File: config.mk
export PLATFORM = sky130hd
export DESIGN_NAME = bus_rx_buffer
export DESIGN_NICKNAME = d
export VERILOG_FILES = /design/src/rtl/bus_rx_buffer.sv
export SDC_FILE = /design/constraint.sdc
export NUM_CORES = 1
export LEC_CHECK = 0
export CORE_MARGIN = 5
export CORE_UTILIZATION = 55
export DETAILED_ROUTE_END_ITERATION = 12
export PLACE_DENSITY = 0.85
export SYNTH_ARGS = -nofsm -noshare
export SYNTH_HDL_FRONTEND = slang
export SYNTH_SLANG_ARGS = --single-unit
File: constraint.sdc
create_clock -name clk -period 3.1 [get_ports clk]
set_input_delay 0.62 -clock clk [delete_from_list [all_inputs] [get_ports clk]]
set_output_delay 0.62 -clock clk [all_outputs]
set_load 0.005 [all_outputs]
File: src/rtl/bus_rx_buffer.sv
// Bus receiver: snoops the shared bus, queues words addressed to MY_ID in a FWFT FIFO.
// Optional parity checking of incoming words is enabled with `define BUS_RX_PARITY_EN.
module bus_rx_buffer #(
  parameter int WIDTH = 32,
  parameter int DEPTH = 4,
  parameter int ID_W  = 3,
  parameter int MY_ID = 0
) (
  input  logic                     clk,
  input  logic                     rst,
  input  logic [WIDTH-1:0]         bus_data,
  input  logic                     bus_valid,
  input  logic [ID_W-1:0]          bus_dest,
  input  logic                     bus_par,
  output logic                     bus_ack,
  output logic                     bus_busy,
  output logic [WIDTH-1:0]         out_data,
  output logic                     out_valid,
  input  logic                     out_ready,
  output logic [$clog2(DEPTH):0]   count,
  output logic                     overflow,
  output logic                     par_err,
  input  logic                     err_clr
);
  localparam int AW = $clog2(DEPTH);
  localparam int CW = AW + 1;

  logic [DEPTH-1:0][WIDTH-1:0] mem;
  logic [AW-1:0]               wr_ptr, rd_ptr;
  logic                        hit, full, par_bad, push, pop;

  assign hit  = bus_valid && (bus_dest == ID_W'(MY_ID));
  assign full = (count == CW'(DEPTH));

`ifdef BUS_RX_PARITY_EN
  assign par_bad = ^{bus_data, bus_par};
`else
  logic unused_par;
  assign unused_par = bus_par;
  assign par_bad    = 1'b0;
`endif

  // Fullness is judged before any same-cycle pop, so a full FIFO never admits a word.
  assign push = hit && !full && !par_bad;
  assign pop  = out_valid && out_ready;

  assign bus_busy  = full;
  assign out_valid = (count != '0);
  assign out_data  = mem[rd_ptr];

  always_ff @(posedge clk) begin
    if (rst) begin
      mem      <= '0;
      wr_ptr   <= '0;
      rd_ptr   <= '0;
      count    <= '0;
      bus_ack  <= 1'b0;
      overflow <= 1'b0;
    end else begin
      if (push) begin
        mem[wr_ptr] <= bus_data;
        wr_ptr      <= wr_ptr + 1'b1;
      end
      if (pop) rd_ptr <= rd_ptr + 1'b1;
      count   <= count + CW'(push) - CW'(pop);
      bus_ack <= push;
      // Set has priority over clear on the sticky flag.
      if (hit && full)  overflow <= 1'b1;
      else if (err_clr) overflow <= 1'b0;
    end
  end

`ifdef BUS_RX_PARITY_EN
  always_ff @(posedge clk) begin
    if (rst)                 par_err <= 1'b0;
    else if (hit && par_bad) par_err <= 1'b1;
    else if (err_clr)        par_err <= 1'b0;
  end
`else
  assign par_err = 1'b0;
`endif

endmodule

==> flow_summary_export.csv, run 1 <==
group,metric,value,unit
yosys,yosys_warnings,0,
die,io_pins,81,
global_route,first_global_vias,4495,
clock_network,cts.reportedPaths.clkPinSlew,0.05,ns
clock_network,cts_tree,"yes",
yosys,synthTopCellsByArea,"dfxtp_1 (43%), mux2i_1 (20%), nand2b_1 (16%), mux4_2 (11%), clkbuf_1 (1.4%)",
final_layout,area_growth,23.3,%
critical_path,reg2reg_setup_slack,0.74,ns
clock_network,clkLatencyLatePin,0.42,ns
final_layout,fin_nets,660,
drt,routed_wl,12800,um
drt,via_per_inst,5.38,
yosys,yosys.area.top_type,"dfxtp_1",
die,start_util,55.8,%
sta,setup_tns,0,ns
global_route,grt_max_degree,79,
clock_network,clk_path_buf_depth,2,
global_route,overflow,0,
yosys,synth.top_cell.area_share,43.2,%
sta,max_freq,0.352,GHz
yosys,yosysSeqAreaShare,43.2,%
hold_path,worstHoldStart,"mem[40]",
critical_path,crit_cells,3,
critical_path,slowest_delay,0.56,ns
die,die_area,13800,sq um
drt,drc,0,
critical_path,crit_chain,"buf_4 -> mux4_2 -> clkdlybuf4s50_1",
pwr,powerDensity,594,nW/um^2
die,fp.dieH,117,um
final_layout,final_layout_size_suffix_gt1_share,13.6,%
critical_path,critPathKind,"reg2out",
clock_network,clock_sinks,137,
outcome,status,"complete, no violations",
critical_path,crit_path_end_kind,"output port",
drt,wire_per_inst,16.7,um
final_layout,final_cell_mix,"nand2b_1 (160), dfxtp_1 (135), mux2i_1 (128)",
critical_path,crit_family,"buffers and inverters",
sta,slew_headroom,61.7,%
final_layout,antennaDiodeCount,0,
clock_network,cts_buffers,17,
pwr,power,4.65,mW
critical_path,slowest_stage,"mux4_2",
clock_network,cts_resized,0,
clock_network,h-tree-depth,4,
critical_path,worst-path-buf-inv,2,
clock_network,cts_root_buffer,"clkbuf_16",
critical_path,arrival,2.22,ns
placement,portBuffers,78,
critical_path,cp_max_fo,10,
die,core-area,11400,sq um
sta,skew,0.00576,ns
drt,drt_first_pass_iters,5,
placement,dpl.hpwl,8300,um
critical_path,crit_start,"rd_ptr[1]",
critical_path,required,2.48,ns
global_route,antenna_found_initial,0,
yosys,synth_area_per_cell,11.7,sq um
pwr,leakage,3.34,nW
sta,worst_slew_pin_slew,0.575,ns
yosys,ys_ff_latch,137,
sta,period_share,91.8,%
final_layout,layout_commonest_cell,"nand2b_1",
die,chipWidth,117,um
drt,postRouteAntennaNets,0,
placement,gp_congestion,0.731,
clock_network,post_cts_buffers,0,
hold_path,holdCritPathClass,"reg2reg",
critical_path,setup.worst_path.end,"out_data[27]",
drt,drt-initial-drc-count,194,
critical_path,worstReg2RegStart,"count[2]",
critical_path,rr_endpoint,"count[2]",
drt,dr_total_vias,4129,
critical_path,r2r_cells,9,
global_route,grt_use_total,19.4,%
sta,period_needed,2.84,ns
sta,slew_violations,0,
sta,rsz0062_at_grt,"false",
sta,hold_viol_final,0,
critical_path,cp-start-kind,"register",
yosys,syn_area,6340,sq um
sta,setup_viol,0,
global_route,grt_pass1_wl,22000,um
die,rows,39,
pwr,vdd_drop_max,0.000457,V
clock_network,cts-hold-fix-buffers,0,
yosys,synth_nets,592,
yosys,synthDistinctLibCells,30,
run,cap_violations,0,
yosys,synthCells,544,
## cell usage after synthesis, drive strengths merged
cell type	number
xnor2	3
o21ai	2
or3	1
ha	6
nor2	5
nand2	1
a21oi	3
buf	17
nand2b	160
clkbuf	24
inv	6
mux4	32
fa	1
nor2b	3
o31a	1
o311ai	1
xor2	1
or3b	1
nor4b	1
or4b	1
conb	1
and3	2
nand3	6
mux2i	128
dfxtp	137
## state kept, by name, summed over array words and instances, names as in the netlist
register and flops:
mem 128, count 3, rd_ptr 2, bus_ack 1, wr_ptr 2, overflow 1
## layout make-up
| cell class | instances | area (sq um) |
|---|---|---|
| Multi-Input combinational cell | 360 | 3330 |
| Clock inverter | 12 | 171 |
| Fill cell | 858 | 3550 |
| Tap cell | 143 | 179 |
| Sequential cell | 137 | 2750 |
| Timing Repair Buffer | 90 | 906 |
| Inverter | 6 | 22.5 |
| Clock buffer | 20 | 467 |
## tightest hold or removal path, stage by stage, from the launching register on
cell	delay [ns]
dfxtp_1	0.31
nand2b_1	0.06
mux2i_1	0.05
## metal layers
metal	share of wire, %	track usage [%]	vias up
met5	0	0	-
met3	4.1	5.20	26
met4	2.2	8.99	0
li1	-	-	2010
met2	49	31.5	90
met1	45	24.1	2003
## worst min-delay path by stage
stage	to	slack, ns	cells after the start
after floorplan	mem[32]	0.45	2
after global placement	mem[52]	0.45	2
after detailed placement	mem[45]	0.46	2
after CTS	mem[45]	0.47	2
after global routing	mem[38]	0.49	2
final	mem[40]	0.47	2
## logic make-up after synthesis
kind of cell | count (synthesis) | share of synthesized area, %
xor gates and xnor gates | 4 | 0.552
muxes | 160 | 31.6
AOI/OAI and AO/OA | 7 | 0.671
buffers and inverters | 47 | 4.30
DFF | 137 | 43.2
other | 1 | 0.0591
and+or+nand+nor | 181 | 18.1
adders and majority gates | 7 | 1.50
## power breakdown
part	switching (mW)	leakage [nW]	internal, mW
Sequential	0.0604	1.11	1.80
Clock	0.742	0.308	1.40
Combinational	0.281	1.93	0.357
## metrics by stage
stage / setup slack, ns / instances / utilization, % / hold slack, ns / instance area (sq um)
6_report: 0.255 / 768 / 68.8 / 0.473 / 7820
5_1_grt: 0.138 / 768 / 68.8 / 0.492 / 7820
4_1_cts: 0.207 / 768 / 68.8 / 0.473 / 7820
3_5_place_dp: 0.175 / 736 / 63.2 / 0.461 / 7180
3_3_place_gp: 0.253 / 736 / 63.2 / 0.455 / 7180
2_1_floorplan: 0.551 / 544 / - / 0.445 / 6340
(Power assumes the default switching activity.)
==> inputs of run 2 (changes only) <==
CORE_UTILIZATION = 45   (was 55)
PLACE_DENSITY = 0.73   (was 0.85)
==> flow_summary_export.csv, run 2 (synthesis gave the netlist of run 1 again) <==
group,metric,value,unit
clock_network,cts.reportedPaths.clkPinSlew,0.06,ns
clock_network,clkLatencyLatePin,0.41,ns
critical_path,crit_path_end_kind,"output port",
sta,worst_slew_pin_slew,0.585,ns
clock_network,h-tree-depth,4,
sta,setup_viol,0,
global_route,overflow,0,
critical_path,cp_max_fo,17,
clock_network,post_cts_buffers,0,
critical_path,rr_endpoint,"count[2]",
run,cap_violations,0,
pwr,leakage,3.33,nW
drt,drt_first_pass_iters,4,
clock_network,cts_buffers,17,
die,die_area,16600,sq um
drt,dr_total_vias,4095,
pwr,vdd_drop_max,0.000659,V
sta,slew_violations,0,
global_route,first_global_vias,4461,
die,io_pins,81,
placement,dpl.hpwl,8360,um
global_route,grt_pass1_wl,22200,um
drt,drt-initial-drc-count,201,
die,rows,43,
clock_network,clk_path_buf_depth,2,
clock_network,cts_root_buffer,"clkbuf_16",
die,core-area,13800,sq um
hold_path,holdCritPathClass,"reg2reg",
global_route,grt_max_degree,95,
sta,hold_viol_final,0,
final_layout,largest_register_ffs,128,
sta,rsz0062_at_grt,"false",
critical_path,worstReg2RegStart,"count[2]",
outcome,status,"complete, no violations",
critical_path,critPathKind,"reg2out",
die,start_util,45.9,%
final_layout,layout_commonest_cell,"nand2b_1",
drt,postRouteAntennaNets,0,
critical_path,r2r_cells,9,
critical_path,crit_start,"rd_ptr[1]",
final_layout,top_register,"mem",
final_layout,final_cell_mix,"nand2b_1 (160), dfxtp_1 (135), mux2i_1 (128)",
final_layout,fin_nets,659,
critical_path,arrival,2.14,ns
drt,drc,0,
sta,period_needed,2.76,ns
critical_path,required,2.48,ns
final_layout,antennaDiodeCount,0,
hold_path,worstHoldStart,"mem[33]",
clock_network,cts_tree,"yes",
final_layout,fin_area,7820,sq um
critical_path,cp-start-kind,"register",
global_route,antenna_found_initial,0,
sta,period_share,89.0,%
pwr,powerDensity,583,nW/um^2
die,chipWidth,129,um
sta,skew,0.00491,ns
drt,via_per_inst,5.10,
drt,wire_per_inst,16.6,um
clock_network,cts_resized,0,
sta,setup_tns,0,ns
placement,gp_congestion,0.677,
clock_network,clock_sinks,137,
drt,routed_wl,13300,um
final_layout,area_growth,23.2,%
die,fp.dieH,129,um
final_layout,reg_top3,"mem x128, count x3",
final_layout,final_layout_size_suffix_gt1_share,13.2,%
placement,dpl-instance-area,7210,sq um
clock_network,cts-hold-fix-buffers,0,
placement,portBuffers,78,
global_route,grt_use_total,17.0,%
sta,slew_headroom,61.0,%
sta,max_freq,0.362,GHz
critical_path,reg2reg_setup_slack,0.76,ns
critical_path,setup.worst_path.end,"out_data[15]",
-- run 2: cell types whose count changed in the layout (fill, tap and decap cells not counted) --
cell,change
clkinv_2,+2
bufinv_16,-1
clkbuf_8,+1
buf_12,-1
clkinvlp_4,-3
clkbuf_1,+1
clkinv_4,-1
-- run 2: area by class of cell --
type | count | area (sq um)
timing repair buffer | 89 | 886
clock buffer | 22 | 484
tap | 180 | 225
inverter | 6 | 22.5
multi-input combinational | 360 | 3330
sequential | 137 | 2750
clock inverter | 9 | 120
fill | 1149 | 6010
-- run 2: worst min-delay path by stage --
stage                    to  slack [ns]  cells after the start
finish              mem[33]        0.47                      2
global route        mem[58]        0.49                      2
CTS                 mem[33]        0.47                      2
detailed placement  mem[58]        0.46                      2
global placement    mem[58]        0.46                      2
floorplan           mem[32]        0.45                      2
-- run 2: power by group --
group	leakage, nW	switching, mW	internal (mW)
registers	1.11	0.0730	1.80
clock network	0.305	0.720	1.34
logic	1.92	0.272	0.350
total	3.33	1.06	3.49
-- run 2: per-stage QoR --
| stage | power [mW] | std cells | utilization [%] | setup slack (ns) | hold WS [ns] |
|---|---|---|---|---|---|
| 3_5_place_dp | 2.55 | 772 | 52.1 | 0.192 | 0.459 |
| 2_1_floorplan | 2.29 | 544 | - | 0.551 | 0.445 |
| 3_3_place_gp | 2.54 | 772 | 52.1 | 0.245 | 0.456 |
| 5_1_grt | 4.74 | 803 | 56.5 | 0.226 | 0.492 |
| 4_1_cts | 4.60 | 803 | 56.5 | 0.291 | 0.471 |
| 6_report | 4.55 | 803 | 56.5 | 0.341 | 0.470 |
-- run 2: per-layer routing --
metal	routed length (um)	vias to the layer above	share of wire (%)	GRT usage, %
met5	0	-	0	0
met3	577	12	4.3	5.11
met4	163	0	1.2	5.68
li1	-	2002	-	-
met2	6510	74	49	28.2
met1	6050	2007	45	21.2
-- run 2: worst max-delay path, stage by stage, from the launching register on --
cell and delay (ns):
dfxtp_2 0.32, buf_4 0.33, mux4_2 0.56, clkdlybuf4s50_1 0.50
==> inputs of run 3 (changes only) <==
HOLD_SLACK_MARGIN = 0.05   (was not set)
clock period = 3.25 ns   (was 3.1 ns; I/O delays follow)
==> flow_summary_export.csv, run 3 (synthesis gave the netlist of run 1 again) <==
group,metric,value,unit
final_layout,area_growth,23.2,%
clock_network,clk_path_buf_depth,2,
final_layout,reg_top3,"mem x128, count x3",
hold_path,holdCritPathClass,"reg2reg",
sta,setup_viol,0,
critical_path,reg2reg_setup_slack,0.90,ns
global_route,grt_pass1_wl,21900,um
clock_network,clock_sinks,137,
clock_network,post_cts_buffers,0,
critical_path,slowest_delay,0.60,ns
global_route,antenna_found_initial,0,
clock_network,cts_root_buffer,"clkbuf_16",
pwr,p_int,3.27,mW
hold_path,min_to,"mem[42]",
drt,dr_total_vias,4070,
critical_path,crit_path_end_kind,"output port",
die,start_util,45.9,%
global_route,busiest_layer,"met2",
clock_network,cts_buffers,17,
placement,dp.cells,770,
sta,max_freq,0.353,GHz
critical_path,worstReg2RegStart,"count[2]",
die,core-area,13800,sq um
critical_path,rr_endpoint,"count[2]",
pwr,powerDensity,560,nW/um^2
pwr,vdd_drop_max,0.000490,V
clock_network,h-tree-depth,4,
hold_path,worstHoldStart,"mem[42]",
pwr,p_clk_share,45.4,%
global_route,first_global_vias,4341,
critical_path,cp-start-kind,"register",
sta,period_share,87.1,%
pwr,seqPwrFrac,40.9,%
placement,dpl-instance-area,7200,sq um
clock_network,cts_resized,0,
clock_network,cts.reportedPaths.clkPinSlew,0.06,ns
sta,slew_violations,0,
critical_path,required,2.60,ns
drt,routed_wl,13100,um
clock_network,cts-hold-fix-buffers,0,
placement,dpl.hpwl,8190,um
critical_path,slowest_stage,"mux4_2",
global_route,use_met1,21.7,%
outcome,status,"complete, no violations",
die,chipWidth,129,um
drt,drt_first_pass_iters,4,
final_layout,layout_commonest_cell,"nand2b_1",
drt,postRouteAntennaNets,0,
global_route,grt_max_degree,93,
critical_path,r2r_cells,9,
pwr,swShare,25.1,%
die,io_pins,81,
global_route,overflow,0,
critical_path,cp_max_fo,19,
sta,skew,0.00756,ns
hold_path,hold_depth,2,
sta,period_needed,2.83,ns
final_layout,instances_no_fill,802,
sta,slew_headroom,54.8,%
drt,drt-initial-drc-count,221,
die,fp.dieH,129,um
placement,portBuffers,78,
global_route,grt_use_total,16.9,%
pwr,power_switching,1.10,mW
pwr,leakage,3.30,nW
critical_path,crit_chain,"buf_4 -> mux4_2 -> clkdlybuf4s50_1",
pwr,combPwrFrac,13.7,%
global_route,met3_usage,4.40,%
clock_network,cts_tree,"yes",
final_layout,fin_area,7810,sq um
sta,rsz0062_at_grt,"false",
final_layout,final_cell_mix,"nand2b_1 (160), dfxtp_1 (135), mux2i_1 (128)",
die,die_area,16600,sq um
drt,drc,0,
sta,setup_tns,0,ns
drt,wire_per_inst,16.3,um
drt,via_per_inst,5.07,
sta,hold_viol_final,0,
global_route,grtUsageMet2,27.6,%
sta,worst_slew_pin_slew,0.678,ns
final_layout,final_layout_size_suffix_gt1_share,13.2,%
run,cap_violations,0,
placement,gp_congestion,0.715,
critical_path,arrival,2.18,ns
final_layout,fin_nets,657,
critical_path,critPathKind,"reg2out",
final_layout,top_register,"mem",
die,rows,43,
final_layout,antennaDiodeCount,0,
clock_network,clkLatencyLatePin,0.41,ns
final_layout,largest_register_ffs,128,
==> run 3: critical path, delay by kind of cell (launching register included) <==
family,cells,cell delay (ns)
muxes,1,0.60
buffers and inverters,2,0.84
DFF,1,0.32
==> run 3: worst max path at each step <==
stage | from | end | slack (ns) | cells past startpoint
global route | rd_ptr[1] | out_data[15] | 0.30 | 3
detailed placement | bus_dest[1] | count[2] | 0.33 | 10
global placement | bus_dest[1] | count[2] | 0.35 | 10
CTS | rd_ptr[1] | out_data[28] | 0.37 | 3
finish | rd_ptr[1] | out_data[28] | 0.42 | 3
floorplan | bus_dest[1] | count[2] | 0.67 | 9
==> run 3: metrics by stage <==
step	hold slack, ns	utilization (%)	power, mW	worst slack (ns)
after detailed placement	0.462	52.0	2.43	0.325
after global routing	0.491	56.5	4.56	0.302
final	0.465	56.5	4.37	0.418
after global placement	0.455	52.0	2.41	0.346
after CTS	0.471	56.5	4.42	0.366
after floorplan	0.445	-	2.18	0.671
==> run 3: area by class of cell <==
cell class	instances	area, sq um
clock buffer	17	425
clock inverter	15	190
fill	1116	6020
inverter	6	22.5
multi-input combinational	360	3330
sequential	137	2750
tap	180	225
timing repair buffer	87	871
==> run 3: power by group through the flow <==
stage	logic, mW	registers (mW)	clock network (mW)
finish	0.598	1.79	1.98
global route	0.646	1.80	2.12
CTS	0.609	1.79	2.03
detailed placement	0.603	1.82	0
global placement	0.592	1.82	0
floorplan	0.408	1.78	0
==> run 3: routing by layer <==
metal / up-vias / routed length, um
li1: 2006 / -
met4: 0 / 121
met1: 1976 / 6030
met2: 79 / 6440
met5: - / 0
met3: 9 / 521
==> edit 1: new RTL, config.mk and constraints of run 2 <==
Change the parameter `DEPTH` from 4 to 8.
--- a/src/rtl/bus_rx_buffer.sv
+++ b/src/rtl/bus_rx_buffer.sv
@@ -2,7 +2,7 @@
 // Optional parity checking of incoming words is enabled with `define BUS_RX_PARITY_EN.
 module bus_rx_buffer #(
   parameter int WIDTH = 32,
-  parameter int DEPTH = 4,
+  parameter int DEPTH = 8,
   parameter int ID_W  = 3,
   parameter int MY_ID = 0
 ) (
Ports: changed (resized count); port bits go from 81 to 82. No check against the original RTL was run, so the function may have changed too.
==> edit 1 against run 2 <==
Fmax fell by 8.7%; design area rose by 92%; critical path type unchanged; routed wire length up 110%; power rose by 82%; critical endpoint is now out_data[3]; combinational power is 130% higher; sequential cell count rose by 131; worst setup slack worse by 0.26 ns; via count is 92% higher; synthesized area increased by 99%.
==> edit 1: results (changes against run 2) <==
----------------------------------------------------
[Pwr]
  Clock distribution power ... 3330 µW (+62%)
  Clock network fraction of total power ... 40.1% (-5.1 points)
  Static Leak ... 0.00627 µW (+88%)

[CTS]
  Number of gates given a new drive strength after cts ... 29 (+29)
  Buffers inserted during post-CTS setup optimization ... 15 (+15)
  H-Tree Level Count ... 1 (-3)
  Skew-Pair Late Insertion Delay ... 0.54 ns (+0.13 ns)

[Place]
  Pre-CTS setup slack ... 0.141 ns (-0.0508 ns)
  Number of port buffers ... 79 (+1.3%)
  Weighted congestion at the end of routability-driven global placement ... 0.705 (+4.1%)
  Instance area at placement ... 13,800 µm² (+91%)

[Logic synthesis]
  Synthesized-area fraction occupied by ao, oa, aoi and oai cells ... 0.594% (-0.076 points)
  Post-synthesis cell type count ... 36 (+20%)
  Share of synthesized area occupied by flip-flops and latches ... 42.5% (-0.77 points)
  Synth Area in Adders ... 0.951% (-0.55 points)
  Fraction of synthesized cell area in xor and xnor cells ... 0.0693% (-0.48 points)
  Synth top cells by count ... 289 x nand2b_1, 268 x dfxtp_1, 256 x mux2i_1, 64 x mux4_2, 39 x buf_1
  Leading cell types by total area after synthesis ... dfxtp_1 42%, mux2i_1 20%, nand2b_1 14%
  Synthesized area divided by synthesized cell count ... 11.6 µm² (-0.32%)

[Status]
  Run status ... complete, no violations

[Global route]
  Overall global routing resource usage ... 17.5% (+0.51 points)
  Vias in the first global route ... 8,418 (+89%)
  Largest net degree at the start of global routing ... 66 (-31%)

[Layout]
  Top Registers ... mem (256), count (4)
  Filler cell count in the final layout ... 2,383 (+110%)
  Design area ... 15,000 µm² (+92%)
  Layout Cells excl Fill ... 1,534 (+91%)

[Route]
  Average vias per placed instance ... 5.13 (+0.51%)
  Starting DRC count in detailed routing ... 378 (+88%)
  Sum of routed wire length over all layers ... 27,500 µm (+110%)

[Worst setup path]
  Largest incremental delay on the critical path ... 0.49 ns (-0.07 ns)
  Family with the most delay on the worst path ... multiplexers
  Worst Path Max Fanout ... 7 (-10)
  Register-to-register path setup slack ... 0.67 ns (-0.09 ns)
  Arr. time, crit path ... 2.40 ns (+0.26 ns)

[STA]
  Hold slack ... 0.467 ns (-0.00286 ns)
  Worst Clk Skew ... 0.0128 ns (+0.00786 ns)

----------------------------------------------------
-- edit 1: cell type report --
type                       count  share of cell area, %
multi-input combinational    700                   44.9
sequential                   268                   35.8
timing repair buffer         128                   9.84
clock buffer                  38                   5.32
tap                          378                   3.15
clock inverter                13                  0.808
inverter                       9                  0.242
-- edit 1: routing by layer --
metal	vias up	part of all wire [%]	wire, µm	track usage [%]
met5	-	0	0	0
met4	0	1.5	411	3.45
met3	28	3.4	927	2.36
li1	3835	-	-	-
met2	113	50	13800	30.9
met1	3887	45	12300	23.0
-- edit 1: logic make-up after synthesis --
kind of cell,after synthesis
flops,268
fa+ha+maj,9
buf+inv,119
compound gates,13
other cells,1
mux,354
simple gates,322
xor+xnor,1
-- edit 1: path summary, 6_finish.rpt --
kind,startpoint,end,cells after the start
setup / recovery,rd_ptr[0],out_data[3],5
hold / removal,mem[120],mem[120],2
setup reg to reg,count[2],count[3],10
hold reg to reg,mem[120],mem[120],2
==> edit 2: new RTL, settings of run 2 <==
Made on the original files. Register the output `count` once more, without a reset; this adds one clock of latency there. The other outputs are not delayed to match.
--- a/src/rtl/bus_rx_buffer.sv
+++ b/src/rtl/bus_rx_buffer.sv
@@ -25,12 +25,14 @@
   localparam int AW = $clog2(DEPTH);
   localparam int CW = AW + 1;
 
+  logic [$clog2(DEPTH):0] count_s0;
+
   logic [DEPTH-1:0][WIDTH-1:0] mem;
   logic [AW-1:0]               wr_ptr, rd_ptr;
   logic                        hit, full, par_bad, push, pop;
 
   assign hit  = bus_valid && (bus_dest == ID_W'(MY_ID));
-  assign full = (count == CW'(DEPTH));
+  assign full = (count_s0 == CW'(DEPTH));
 
 `ifdef BUS_RX_PARITY_EN
   assign par_bad = ^{bus_data, bus_par};
@@ -45,7 +47,7 @@
   assign pop  = out_valid && out_ready;
 
   assign bus_busy  = full;
-  assign out_valid = (count != '0);
+  assign out_valid = (count_s0 != '0);
   assign out_data  = mem[rd_ptr];
 
   always_ff @(posedge clk) begin
@@ -53,7 +55,7 @@
       mem      <= '0;
       wr_ptr   <= '0;
       rd_ptr   <= '0;
-      count    <= '0;
+      count_s0 <= '0;
       bus_ack  <= 1'b0;
       overflow <= 1'b0;
     end else begin
@@ -62,7 +64,7 @@
         wr_ptr      <= wr_ptr + 1'b1;
       end
       if (pop) rd_ptr <= rd_ptr + 1'b1;
-      count   <= count + CW'(push) - CW'(pop);
+      count_s0 <= count_s0 + CW'(push) - CW'(pop);
       bus_ack <= push;
       // Set has priority over clear on the sticky flag.
       if (hit && full)  overflow <= 1'b1;
@@ -80,5 +82,9 @@
   assign par_err = 1'b0;
 `endif
 
+  always_ff @(posedge clk) begin
+    count <= count_s0;
+  end
+
 endmodule
 
Formal check against the unedited RTL: not equivalent (Yosys sat finds a counterexample within 4 cycles, from zero or initial values and one cycle with rst high).
==> edit 2 against run 2 <==
Via count increased by 1.1%; synthesized area fell by 0.24%; sequential cell count grew 3; clock skew is 0.0019 ns higher; power grew 0.52%; design area increased by 0.93%; clock power shrank 3%; combinational power grew 7.7%; core utilization grew 0.52 points; routed wire length grew 0.92%; non-clock buffer count increased by 3; worst setup slack got worse by 0.13 ns; critical endpoint is now out_data[0].
==> edit 2: results (changes against run 2) <==
----------------------------------------------------
[Route]
  Average vias per placed instance ... 5.11 (+0.23%)
  Wire per inst ... 16.6 µm (about the same)
  Met2 wire len ... 6580 µm (+1.1%)
  Starting DRC count in detailed routing ... 178 (-11%)
  Met3 wire length ... 486 µm (-16%)
  Total via count after detailed routing ... 4,140 (+1.1%)

[Place]
  Weighted congestion at the end of routability-driven global placement ... 0.702 (+3.7%)
  Final HPWL from detailed placement ... 8580 µm (+2.6%)

[Global route]
  Vias in the first global route ... 4,585 (+2.8%)
  Overall global routing resource usage ... 17.6% (+0.58 points)
  Global routing usage on met3 ... 4.48% (-0.62 points)
  Fraction of met1 tracks used by global routing ... 22.0% (+0.86 points)
  Met2 layer usage reported by global route ... 29.1% (+0.94 points)
  Largest net degree at the start of global routing ... 92 (-3.2%)
  First-pass GRT wire length ... 22,900 µm (+3.5%)

[STA]
  Actual transition at the worst max-transition pin ... 0.683 ns (+0.0980 ns)
  Worst Clk Skew ... 0.00684 ns (+0.00193 ns)

[Logic synthesis]
  Portion of netlist area occupied by mux cells ... 31.6% (+0.075 points)
  Cell count after synthesis ... 547 (+0.55%)
  Post-synthesis cell type count ... 28 (-6.7%)
  Share of synthesized area occupied by flip-flops and latches ... 44.3% (+1.1 points)
  Leading cell types by total area after synthesis ... dfxtp_1 44%, mux2i_1 20%, nand2b_1 16%
  Synth top cells by count ... 160 x nand2b_1, 140 x dfxtp_1, 128 x mux2i_1, 32 x mux4_2, 22 x clkbuf_1
  Synthesized-area fraction occupied by ao, oa, aoi and oai cells ... 0.672% (+0.0016 points)
  Synth Area in Adders ... 1.50% (+0.0036 points)
  Synth Net Count ... 595 (+0.51%)
  Fraction of synthesized cell area in xor and xnor cells ... 0.554% (+0.0013 points)

[Worst setup path]
  Arr. time, crit path ... 2.27 ns (+0.13 ns)
  Largest incremental delay on the critical path ... 0.59 ns (+0.03 ns)
  Worst Path Max Fanout ... 15 (-2)
  Slowest library cell on the worst path ... dfxtp_2

[Pwr]
  VDD IR max ... 0.440 mV (-33%)
  Static Leak ... 0.00335 µW (+0.67%)

[CTS]
  Skew-Pair Late Insertion Delay ... 0.43 ns (+0.02 ns)
  Total CTS buffers ... 17 (unchanged)

[Layout]
  Filler cell count in the final layout ... 1,136 (-1.1%)
  Top Registers ... mem (128), count (3), count_s0 (3)
  Fraction of final layout cells sized beyond drive strength 1 ... 13.8% (+0.65 points)
  Post-layout nets ... 665 (+0.91%)

[Status]
  Run status ... complete, no violations

[Floorplan]
  Die width ... 129 µm (-0.11%)

----------------------------------------------------
## edit 2: changes by cell type in the layout (fill, tap and decap cells not counted), sizes merged
cell and delta:
clkbuf -4, buf +3, clkinvlp +3, dfxtp +3, clkinv +2, bufinv -1, inv +1
## edit 2: cell families (layout without fill, tap and decap cells)
kind of cell    after synthesis  count (layout)
other cells                   1               1
simple gates                181             181
compound gates                7               7
fa+ha+maj                     7               7
xor+xnor                      4               4
flops                       140             140
mux                         160             160
buf+inv                      47             130
## edit 2: cell type report
type / instances / area (µm²) / share of cell area [%]
clock inverters: 14 / 146 / 1.86
clock buffers: 18 / 439 / 5.57
flip-flops and latches: 140 / 2810 / 35.6
multi-input cells: 360 / 3330 / 42.2
repair buffers: 92 / 921 / 11.7
inverters: 6 / 22.5 / 0.286
well taps: 180 / 225 / 2.86
## edit 2: power by group
part           switching (µW)  internal [µW]
clock                     795           1200
sequential               51.5           1860
combinational             305            365
total                    1150           3430
## edit 2: per-stage QoR
step	setup slack (ns)	hold WS, ns	area, µm²	util (%)
after floorplan	0.608	0.382	6330	-
after global placement	0.230	0.413	7300	52.8
after detailed placement	0.200	0.407	7300	52.8
after CTS	0.134	0.418	7890	57.0
after global routing	0.0990	0.439	7890	57.0
final	0.208	0.419	7890	57.0
## edit 2: final timing paths
path | startpoint | endpoint | slack [ns] | cells after the start
max | rd_ptr[1] | out_data[0] | 0.21 | 3
min | count_s0[0] | count[0] | 0.42 | 0
max reg2reg | count_s0[2] | count_s0[2] | 0.75 | 9
min reg2reg | count_s0[0] | count[0] | 0.42 | 0
## edit 2: worst register-to-register path, delay by kind of cell (launching register included)
kind                     cells  cell delay, ns
XOR/XNOR                     2            0.30
buffers and inverters        1            0.04
flip-flops                   1            0.43
AND/OR/NAND/NOR              3            0.77
adder cells (fa/ha/maj)      3            0.70
